$ cat src/rtl/pwr_sequencer_pkg.sv
// Shared encodings for the power/reset sequencer so the top-level wrapper and
// debug CSRs decode state and reset cause identically.
package pwr_sequencer_pkg;

    typedef enum logic [2:0] {
        PWR_EMBRYO     = 3'd0,
        PWR_DEBOUNCE   = 3'd1,
        PWR_RESET_HOLD = 3'd2,
        PWR_RUNNING    = 3'd3,
        PWR_DRAIN      = 3'd4
    } pwr_state_e;

    localparam logic [1:0] CAUSE_POR      = 2'b00;
    localparam logic [1:0] CAUSE_SOFT     = 2'b01;
    localparam logic [1:0] CAUSE_WDT      = 2'b10;
    localparam logic [1:0] CAUSE_DRAIN_TO = 2'b11;

    function automatic int unsigned max4(input int unsigned a, input int unsigned b,
                                         input int unsigned c, input int unsigned d);
        int unsigned m;
        m = a;
        if (b > m) m = b;
        if (c > m) m = c;
        if (d > m) m = d;
        return m;
    endfunction

endpackage

$ cat src/rtl/pwr_sequencer.sv
// Power/reset sequencer: debounces wake_n, holds the SoC in reset after wake or
// watchdog bite, supervises the watchdog in run and drains the UART on poweroff.
module pwr_sequencer
    import pwr_sequencer_pkg::*;
#(
    parameter int unsigned WAKE_DEBOUNCE_CYCLES = 4,
    parameter int unsigned RESET_HOLD_CYCLES    = 8,
    parameter int unsigned DRAIN_TIMEOUT_CYCLES = 64,
    parameter int unsigned WDT_CYCLES           = 256
) (
    input  logic       clk,
    input  logic       resetn,
    input  logic       wake_n,
    input  logic       poweroff_rq,
    input  logic       tx_idle,
    input  logic       wdt_kick,
    output logic       soc_resetn,
    output logic       io_enable,
    output logic [2:0] state,
    output logic [1:0] reset_cause
);

    localparam int unsigned MAXP = max4(WAKE_DEBOUNCE_CYCLES, RESET_HOLD_CYCLES,
                                        DRAIN_TIMEOUT_CYCLES, WDT_CYCLES);
    localparam int unsigned CW   = $clog2(MAXP) + 1;

    localparam logic [CW-1:0] DEB_LAST   = CW'(WAKE_DEBOUNCE_CYCLES - 1);
    localparam logic [CW-1:0] HOLD_LAST  = CW'(RESET_HOLD_CYCLES - 1);
    localparam logic [CW-1:0] DRAIN_LAST = CW'(DRAIN_TIMEOUT_CYCLES - 1);
    localparam logic [CW-1:0] WDT_LAST   = (WDT_CYCLES == 0) ? '0 : CW'(WDT_CYCLES - 1);
    localparam bit            WDT_EN     = (WDT_CYCLES != 0);

    // State kept as raw bits so the illegal encodings 5-7 stay representable.
    logic [2:0]    state_q, state_d;
    logic [1:0]    cause_q, cause_d;
    logic [CW-1:0] cnt_q, cnt_d;

    always_ff @(posedge clk) begin
        if (!resetn) begin
            state_q <= PWR_EMBRYO;
            cause_q <= CAUSE_POR;
            cnt_q   <= '0;
        end else begin
            state_q <= state_d;
            cause_q <= cause_d;
            cnt_q   <= cnt_d;
        end
    end

    always_comb begin
        state_d = state_q;
        cause_d = cause_q;
        cnt_d   = cnt_q;
        case (state_q)
            PWR_EMBRYO: begin
                cnt_d = '0;
                if (!wake_n) state_d = PWR_DEBOUNCE;
            end
            PWR_DEBOUNCE: begin
                if (wake_n) begin
                    state_d = PWR_EMBRYO;
                    cnt_d   = '0;
                end else if (cnt_q == DEB_LAST) begin
                    state_d = PWR_RESET_HOLD;
                    cnt_d   = '0;
                end else begin
                    cnt_d = cnt_q + CW'(1);
                end
            end
            PWR_RESET_HOLD: begin
                if (cnt_q == HOLD_LAST) begin
                    state_d = PWR_RUNNING;
                    cnt_d   = '0;
                end else begin
                    cnt_d = cnt_q + CW'(1);
                end
            end
            PWR_RUNNING: begin
                // Poweroff outranks a bite landing on the same cycle.
                if (poweroff_rq) begin
                    state_d = PWR_DRAIN;
                    cnt_d   = '0;
                end else if (WDT_EN && cnt_q == WDT_LAST && !wdt_kick) begin
                    state_d = PWR_RESET_HOLD;
                    cause_d = CAUSE_WDT;
                    cnt_d   = '0;
                end else begin
                    cnt_d = wdt_kick ? '0 : cnt_q + CW'(1);
                end
            end
            PWR_DRAIN: begin
                if (tx_idle) begin
                    state_d = PWR_EMBRYO;
                    cause_d = CAUSE_SOFT;
                    cnt_d   = '0;
                end else if (cnt_q == DRAIN_LAST) begin
                    state_d = PWR_EMBRYO;
                    cause_d = CAUSE_DRAIN_TO;
                    cnt_d   = '0;
                end else begin
                    cnt_d = cnt_q + CW'(1);
                end
            end
            default: begin
                state_d = PWR_EMBRYO;
                cnt_d   = '0;
            end
        endcase
    end

    assign soc_resetn  = (state_q == PWR_RUNNING) || (state_q == PWR_DRAIN);
    assign io_enable   = (state_q == PWR_RUNNING) || (state_q == PWR_DRAIN);
    assign state       = state_q;
    assign reset_cause = cause_q;

endmodule
$ cat config.mk
export PLATFORM = sky130hd
export DESIGN_NAME = pwr_sequencer
export DESIGN_NICKNAME = d
export VERILOG_FILES = /design/src/rtl/pwr_sequencer_pkg.sv /design/src/rtl/pwr_sequencer.sv
export SDC_FILE = /design/constraint.sdc
export NUM_CORES = 1
export LEC_CHECK = 0
export ABC_CLOCK_PERIOD_IN_PS = 5600
export CORE_MARGIN = 2
export CORE_UTILIZATION = 40
export DETAILED_ROUTE_END_ITERATION = 10
export PLACE_DENSITY = 0.73
export SLEW_MARGIN = 20
export SYNTH_ARGS = -nofsm -noshare
export SYNTH_HDL_FRONTEND = slang
export SYNTH_SLANG_ARGS = --single-unit
$ cat constraint.sdc
create_clock -name clk -period 5.6 [get_ports clk]
set_clock_uncertainty 0.1 [all_clocks]
set_input_delay 0.84 -clock clk [delete_from_list [all_inputs] [get_ports clk]]
set_output_delay 0.84 -clock clk [all_outputs]
set_load 0.02 [all_outputs]
Word-level counts from Yosys, hierarchy flattened. Cells that the tools add are included.

Logic and storage cells: 49. Register bits: 14. RAM bits: 0. Bits in latches: 0. Memories: 0. Bits in read-only memories: 0. Output and inout port bits: 7.

Div/mod/pow operators: 0. Eq/ne operators: 15. Shift-type cells: 0. Reduce and logical (&&, ||, !) cells: 7. $lt $le $gt $ge: 0. Bitwise gates (word level): 0. Multiplexer cells: 23. $add $sub $neg: 1. $mul: 0.

Operators with widths (number): $mux W9 (8); $pmux W9 S4 (1); $mux W3 (8); $pmux W3 S5 (1); $add A9 B1 Y9 const B (1); $eq A9 B2 Y1 const B (1); $eq A9 B3 Y1 const B (1); $eq A9 B6 Y1 const B (1); $eq A9 B8 Y1 const B (1); $ne A3 B3 Y1 const B (3); $mux W2 (4); $ne A2 B2 Y1 const B (4); $eq A3 B2 Y1 const B (2); $reduce_and A5 Y1 (1); $pmux W2 S2 (1); $reduce_and A4 Y1 (1); $eq A3 B1 Y1 const B (1); $eq A3 B3 Y1 const B (1); $logic_not A3 Y1 (1); $reduce_bool A2 Y1 (1); $logic_and A1 B1 Y1 (1); $logic_not A1 Y1 (1); $logic_or A1 B1 Y1 (1).

Depth between registers and ports, before layout. Gate-level depths: netlist of the first run.

Depth in word-level cells: 5. Gate-level depth with buffers: 9.

Worst setup path before layout of the first run. OpenSTA, ideal clock, no wires.

Path kind: register to output. Start: register state_q[0] (netlist: state[0]). End: output port soc_resetn. Slack: 3.126 ns. Arrival: 1.534 ns. Buffers on the path: 2. Data required time: 4.660 ns. Cell stages (with the launch flop): 5. Cell sequence: dfxtp_1 > buf_2 > nand2_1 > o21ai_0 > buf_4.

Cells in the longest elaborated chain, start to end: 2. Elaborated cells between the ends (all ways): 3. Those cells by class: 2 x eq/ne; 1 x reduce/logical.

Ends and longest elaborated chain: start, declared (RTL line pwr_sequencer.sv:34) `logic [2:0] state_q, state_d;`; start signal, assigned (RTL line pwr_sequencer.sv:44) `state_q <= state_d;`; $eq A3 B2 Y1 / $eq A3 B3 Y1 (equally long branches); $logic_or A1 B1 Y1 (*); end, declared (RTL line pwr_sequencer.sv:17) `output logic soc_resetn,`.

Mark *: on every way between the ends. The rest lies on a longest branch, timed or not.

Final worst setup path of the first run.
Start: register state_q[0] (netlist: state[0]). End: output port soc_resetn.

Cells in the longest elaborated chain, start to end: 2. Elaborated cells between the ends (all ways): 3. Those cells by class: 2 x eq/ne; 1 x reduce/logical.

Ends and longest elaborated chain: $eq A3 B2 Y1 / $eq A3 B3 Y1 (equally long branches) (RTL line pwr_sequencer.sv:111) `assign soc_resetn = (state_q == PWR_RUNNING) || (state_q == PWR_DRAIN);`; $logic_or A1 B1 Y1 (*) (RTL line pwr_sequencer.sv:111).

Marked as above.

==> results of run 1 <==
-- per-stage QoR --
step	utilization	instances	power (mW)
after global routing	0.516	128	0.209
after CTS	0.516	128	0.199
after floorplan	-	92	0.132
after global placement	0.503	125	0.142
final	0.516	128	0.198
after detailed placement	0.503	125	0.143
-- flip-flops by register name, summed over array words and instances, names as in the netlist --
signal / flops
cnt_q: 9
reset_cause: 2
state: 3
-- layer usage --
layer  vias to the layer above  part of all wire
met5                         -                 0
met4                         0             0.034
met3                         6             0.038
met2                        18              0.45
met1                       291              0.47
li1                        340                 -
-- cell families (layout without fill, tap and decap cells) --
family	Yosys count	in the layout	share of synthesized area
flip-flops	14	14	0.370
XOR/XNOR	6	6	0.0693
AND/OR/NAND/NOR	44	44	0.282
buffers and inverters	9	20	0.0545
AO/OA/AOI/OAI	17	17	0.191
adder cells (fa/ha/maj)	2	2	0.0330
-- layout make-up --
class	count	area share
clock buffers	3	0.0248
inverters	5	0.0206
multi-input cells	69	0.480
flip-flops and latches	14	0.308
well taps	25	0.0344
repair buffers	12	0.132
-- layout by cell type (no fill, tap or decap), drive strengths merged --
master         count
a31oi              1
dfxtp             14
a211oi             2
nand3              2
nor4               1
a32oi              1
nor4b              1
a21oi              5
nand4              1
a211o              3
and3               1
nand2             10
clkbuf             3
nand2b             2
ha                 2
xor2               3
o21ai              2
inv                5
a311oi             1
o311ai             1
nor3               1
nor2b              3
and4               1
nor2              16
xnor2              3
nor3b              2
or3                3
o22ai              1
clkdlybuf4s50     12
-- power by group --
group / switching, mW / internal [mW]
combinational: 0.0177 / 0.0167
sequential: 0.00497 / 0.102
clock: 0.0319 / 0.0249
-- worst max-delay path, cell delays in order (launching register included) --
cell             delay [ns]
dfxtp_1                0.42
nor2_1                 0.25
nand2_1                0.12
o21ai_0                0.13
clkdlybuf4s50_1        0.64
-- worst paths after layout --
kind / from / end / slack [ns] / cells past startpoint
max: state[0] / soc_resetn / 2.83 / 4
min: cnt_q[0] / cnt_q[0] / 0.35 / 1
max reg2reg: cnt_q[0] / state[1] / 3.38 / 9
min reg2reg: cnt_q[0] / cnt_q[0] / 0.35 / 1
==> run_results.csv, run 1 <==
group,metric,value,unit
status,status,"complete, no violations",
global_routing,grt_use_met1,0.194,
yosys,netlist.top_cell.by_area,"dfxtp_1",
clocking,cts_max_level,1,
global_routing,grt_start_max_net_pins,11,
critical_path,crit_type,"register to output pin",
clocking,root_buffer,"clkbuf_4",
timing,timing_hold_violations_final,0,
drt,post-route-drc-count,0,
timing,relSlewSlack,0.690,
pwr,ir_drop,0.000146,V
global_routing,antenna_found_initial,0,
drt,avgViaCountPerCell,5.12,
drt,vias,655,
critical_path,worstSetupEndpointType,"output pin",
yosys,yosysUniqueCellTypes,31,
drt,firstDrtPassIters,4,
clocking,worst_skew_pair.late_latency,0.28,ns
timing,max_freq,361,MHz
placed_design,postPlaceCellArea,887,um^2
cells_and_area,drive_gt1_frac,0.0583,
timing,worst_slack,2.83,ns
critical_path,arrival,1.83,ns
hold_path,hold_path_class,"register to register",
floorplan,ios,13,
timing,finalCriticalPeriod,2.77,ns
yosys,synth_area,758,um^2
clocking,clock-sinks,14,
timing,slew_viol_final,0,
drt,ant_nets,0,
yosys,synth_common_cells,"16 x nor2_1, 14 x dfxtp_1, 10 x nand2_1, 5 x a21oi_1, 5 x inv_1",
critical_path,crit_required,4.66,ns
yosys,ys.flop_type,"dfxtp_1",
global_routing,grt_usage,0.163,
floorplan,die_w,47.5,um
pwr,power_leakage,0.309,nW
timing,tns,0,ns
yosys,async_flop_share,0,
cells_and_area,num_antenna_cells,0,
yosys,syn_area_per_cell,8.24,um^2
yosys,ys_warn_count,0,
yosys,synth_most_common_cell,"nor2_1",
cells_and_area,seq_area,280,um^2
clocking,clkTransAtPathRegs,0.09,ns
placed_design,post-place-ws,2.93,ns
timing,hold_slack,0.354,ns
clocking,numCtsBuffers,3,
run,drv_cap,0,
clocking,cts_hold_buffers,0,
critical_path,start_kind,"register",
timing,rsz0062_at_grt,"no",
clocking,cts_tree,"built",
floorplan,initial_core_util,0.430,
yosys,synth_cells,92,
clocking,cts.repair.resized,0,
placed_design,port_buffers,12,
cells_and_area,num-fill-cells,187,
drt,routed_wl,1560,um
global_routing,overflow,0,
global_routing,top_usage_layer,"met2",
timing,period_share,0.495,
yosys,synth-edff-count,0,
floorplan,die-area,0.00226,mm^2
drt,drt_iter0_markers,10,
global_routing,grt_pass1_vias,554,
cells_and_area,multi_input_area,437,um^2
placed_design,dp_hpwl,1170,um
drt,wire_per_inst,12.2,um
yosys,syn_nets,100,
yosys,yosysTopAreaCellShare,0.370,
yosys,netlist_top_cells_area,"dfxtp_1 37%, nor2_1 7.9%, nand2_1 5.0%",
pwr,powerDensity,217,mW/mm^2
yosys,yosys_register_bits,14,
floorplan,rows,15,
cells_and_area,fin_area,910,um^2
cells_and_area,nets,113,
global_routing,grtUsageMet3,0.0377,
critical_path,cp_max_fo,10,
timing,setup-violations-final,0,
clocking,cts_setup_buffers,0,
global_routing,grt_pass1_wl,2460,um
placed_design,gp_routability_congestion,0.797,
global_routing,use_met2,0.249,
cells_and_area,area_delta_synth_final,20.0,%
floorplan,core,0.00176,mm^2
clocking,clock_path_buffers,2,
yosys,synth-seq-area-share,0.370,
timing,worst_pin_slew,0.464,ns
floorplan,die_y,47.5,um
No activity file was read; power rests on OpenSTA's default activity.
==> run 2, diff against run 1 <==
ABC_CLOCK_PERIOD_IN_PS = 2800   (was 5600)
clock period = 2.8 ns   (was 5.6 ns; I/O delays follow)
==> run_results.csv, run 2 (synthesized netlist as in run 1, its figures left out) <==
group,metric,value,unit
clocking,cts.repair.resized,0,
hold_path,hold_path_class,"register to register",
cells_and_area,final_common_cell,"nor2_1",
global_routing,overflow,0,
clocking,cts_hold_buffers,0,
timing,period_share,0.849,
critical_path,start_kind,"register",
placed_design,gp_routability_congestion,0.780,
cells_and_area,seq_area,280,um^2
timing,relSlewSlack,0.681,
floorplan,die-area,0.00226,mm^2
floorplan,rows,15,
cells_and_area,layout_common_cells,"16 x nor2_1, 14 x dfxtp_1, 12 x clkdlybuf4s50_1",
critical_path,critical_path.top_delay_family,"buffers and inverters",
timing,timing_hold_violations_final,0,
placed_design,postPlaceCellArea,887,um^2
cells_and_area,drive_gt1_frac,0.0583,
critical_path,arrival,1.86,ns
timing,worst_slack,0.423,ns
cells_and_area,nets,113,
critical_path,worstSetupEndpointType,"output pin",
timing,finalCriticalPeriod,2.38,ns
cells_and_area,area_delta_synth_final,20.0,%
clocking,root_buffer,"clkbuf_4",
cells_and_area,num_antenna_cells,0,
critical_path,crit_required,2.28,ns
critical_path,critPathBufInv,1,
cells_and_area,fin_area,910,um^2
timing,worst_pin_slew,0.477,ns
drt,drt_iter0_markers,17,
global_routing,grt_usage,0.155,
timing,tns,0,ns
drt,vias,665,
cells_and_area,top_register,"cnt_q",
drt,avgViaCountPerCell,5.20,
clocking,clock_path_buffers,2,
clocking,cts_setup_buffers,0,
clocking,numCtsBuffers,3,
timing,rsz0062_at_grt,"no",
global_routing,grt_pass1_wl,2420,um
floorplan,ios,13,
floorplan,die_w,47.5,um
floorplan,initial_core_util,0.430,
pwr,ir_drop,0.000278,V
critical_path,cpPeakStageDelay,0.65,ns
drt,post-route-drc-count,0,
placed_design,port_buffers,12,
global_routing,grt_start_max_net_pins,11,
global_routing,antenna_found_initial,0,
run,drv_cap,0,
critical_path,cpMaxStageDelayCell,"clkdlybuf4s50_1",
placed_design,post-place-ws,0.559,ns
drt,routed_wl,1450,um
critical_path,cp_max_fo,10,
drt,wire_per_inst,11.4,um
drt,ant_nets,0,
timing,slew_viol_final,0,
clocking,cts_max_level,1,
cells_and_area,num-fill-cells,182,
pwr,power_leakage,0.309,nW
floorplan,core,0.00176,mm^2
cells_and_area,largest_reg_flops,9,
drt,firstDrtPassIters,4,
global_routing,grt_pass1_vias,601,
timing,max_freq,421,MHz
placed_design,dp_hpwl,1120,um
clocking,clock-sinks,14,
floorplan,die_y,47.5,um
pwr,powerDensity,429,mW/mm^2
status,status,"complete, no violations",
critical_path,crit_type,"register to output pin",
cells_and_area,multi_input_area,437,um^2
timing,setup-violations-final,0,
clocking,clkTransAtPathRegs,0.08,ns
critical_path,cp_cell_sequence,"nand2_1 > o21ai_0 > clkdlybuf4s50_1",
clocking,worst_skew_pair.late_latency,0.27,ns
clocking,cts_tree,"built",
run 2: area by class of cell:
type / count / area share
Clock buffer: 3 / 0.0248
Multi-Input combinational cell: 69 / 0.480
Tap cell: 25 / 0.0344
Inverter: 5 / 0.0206
Sequential cell: 14 / 0.308
Timing Repair Buffer: 12 / 0.132
run 2: metal layers:
layer,vias to the layer above,GRT usage,share of wire
met5,-,0,0
met2,17,0.270,0.47
met4,0,0.0595,0.012
li1,344,-,-
met3,4,0.0604,0.056
met1,300,0.168,0.46
run 2: metrics by stage:
| step | total power [mW] | util | hold WS (ns) | instances |
|---|---|---|---|---|
| after CTS | 0.396 | 0.516 | 0.355 | 128 |
| after global routing | 0.411 | 0.516 | 0.365 | 128 |
| after global placement | 0.285 | 0.503 | 0.330 | 125 |
| final | 0.391 | 0.516 | 0.350 | 128 |
| after detailed placement | 0.286 | 0.503 | 0.342 | 125 |
| after floorplan | 0.263 | - | 0.318 | 92 |
run 2: report_power, final:
| part | total, mW | switching [mW] | internal (mW) |
|---|---|---|---|
| Combinational | 0.0678 | 0.0345 | 0.0333 |
| Clock | 0.110 | 0.0599 | 0.0498 |
| Sequential | 0.213 | 0.00985 | 0.203 |
run 2: worst register-to-register path, stage by stage, from the launching register on:
cell and delay (ns):
dfxtp_1 0.35, ha_1 0.22, and4_1 0.22, nand2_1 0.09
nor2_1 0.12, ha_1 0.19, a211o_1 0.14, nand4_1 0.14
or3_1 0.39, a211oi_2 0.17
run 2: worst paths after layout:
| kind | slack (ns) | cells past startpoint | start | endpoint |
|---|---|---|---|---|
| worst max-delay path | 0.42 | 3 | state[0] | io_enable |
| worst max register to register | 0.61 | 9 | cnt_q[0] | state[1] |
| worst min-delay path | 0.35 | 1 | cnt_q[0] | cnt_q[0] |
| worst min register to register | 0.35 | 1 | cnt_q[0] | cnt_q[0] |
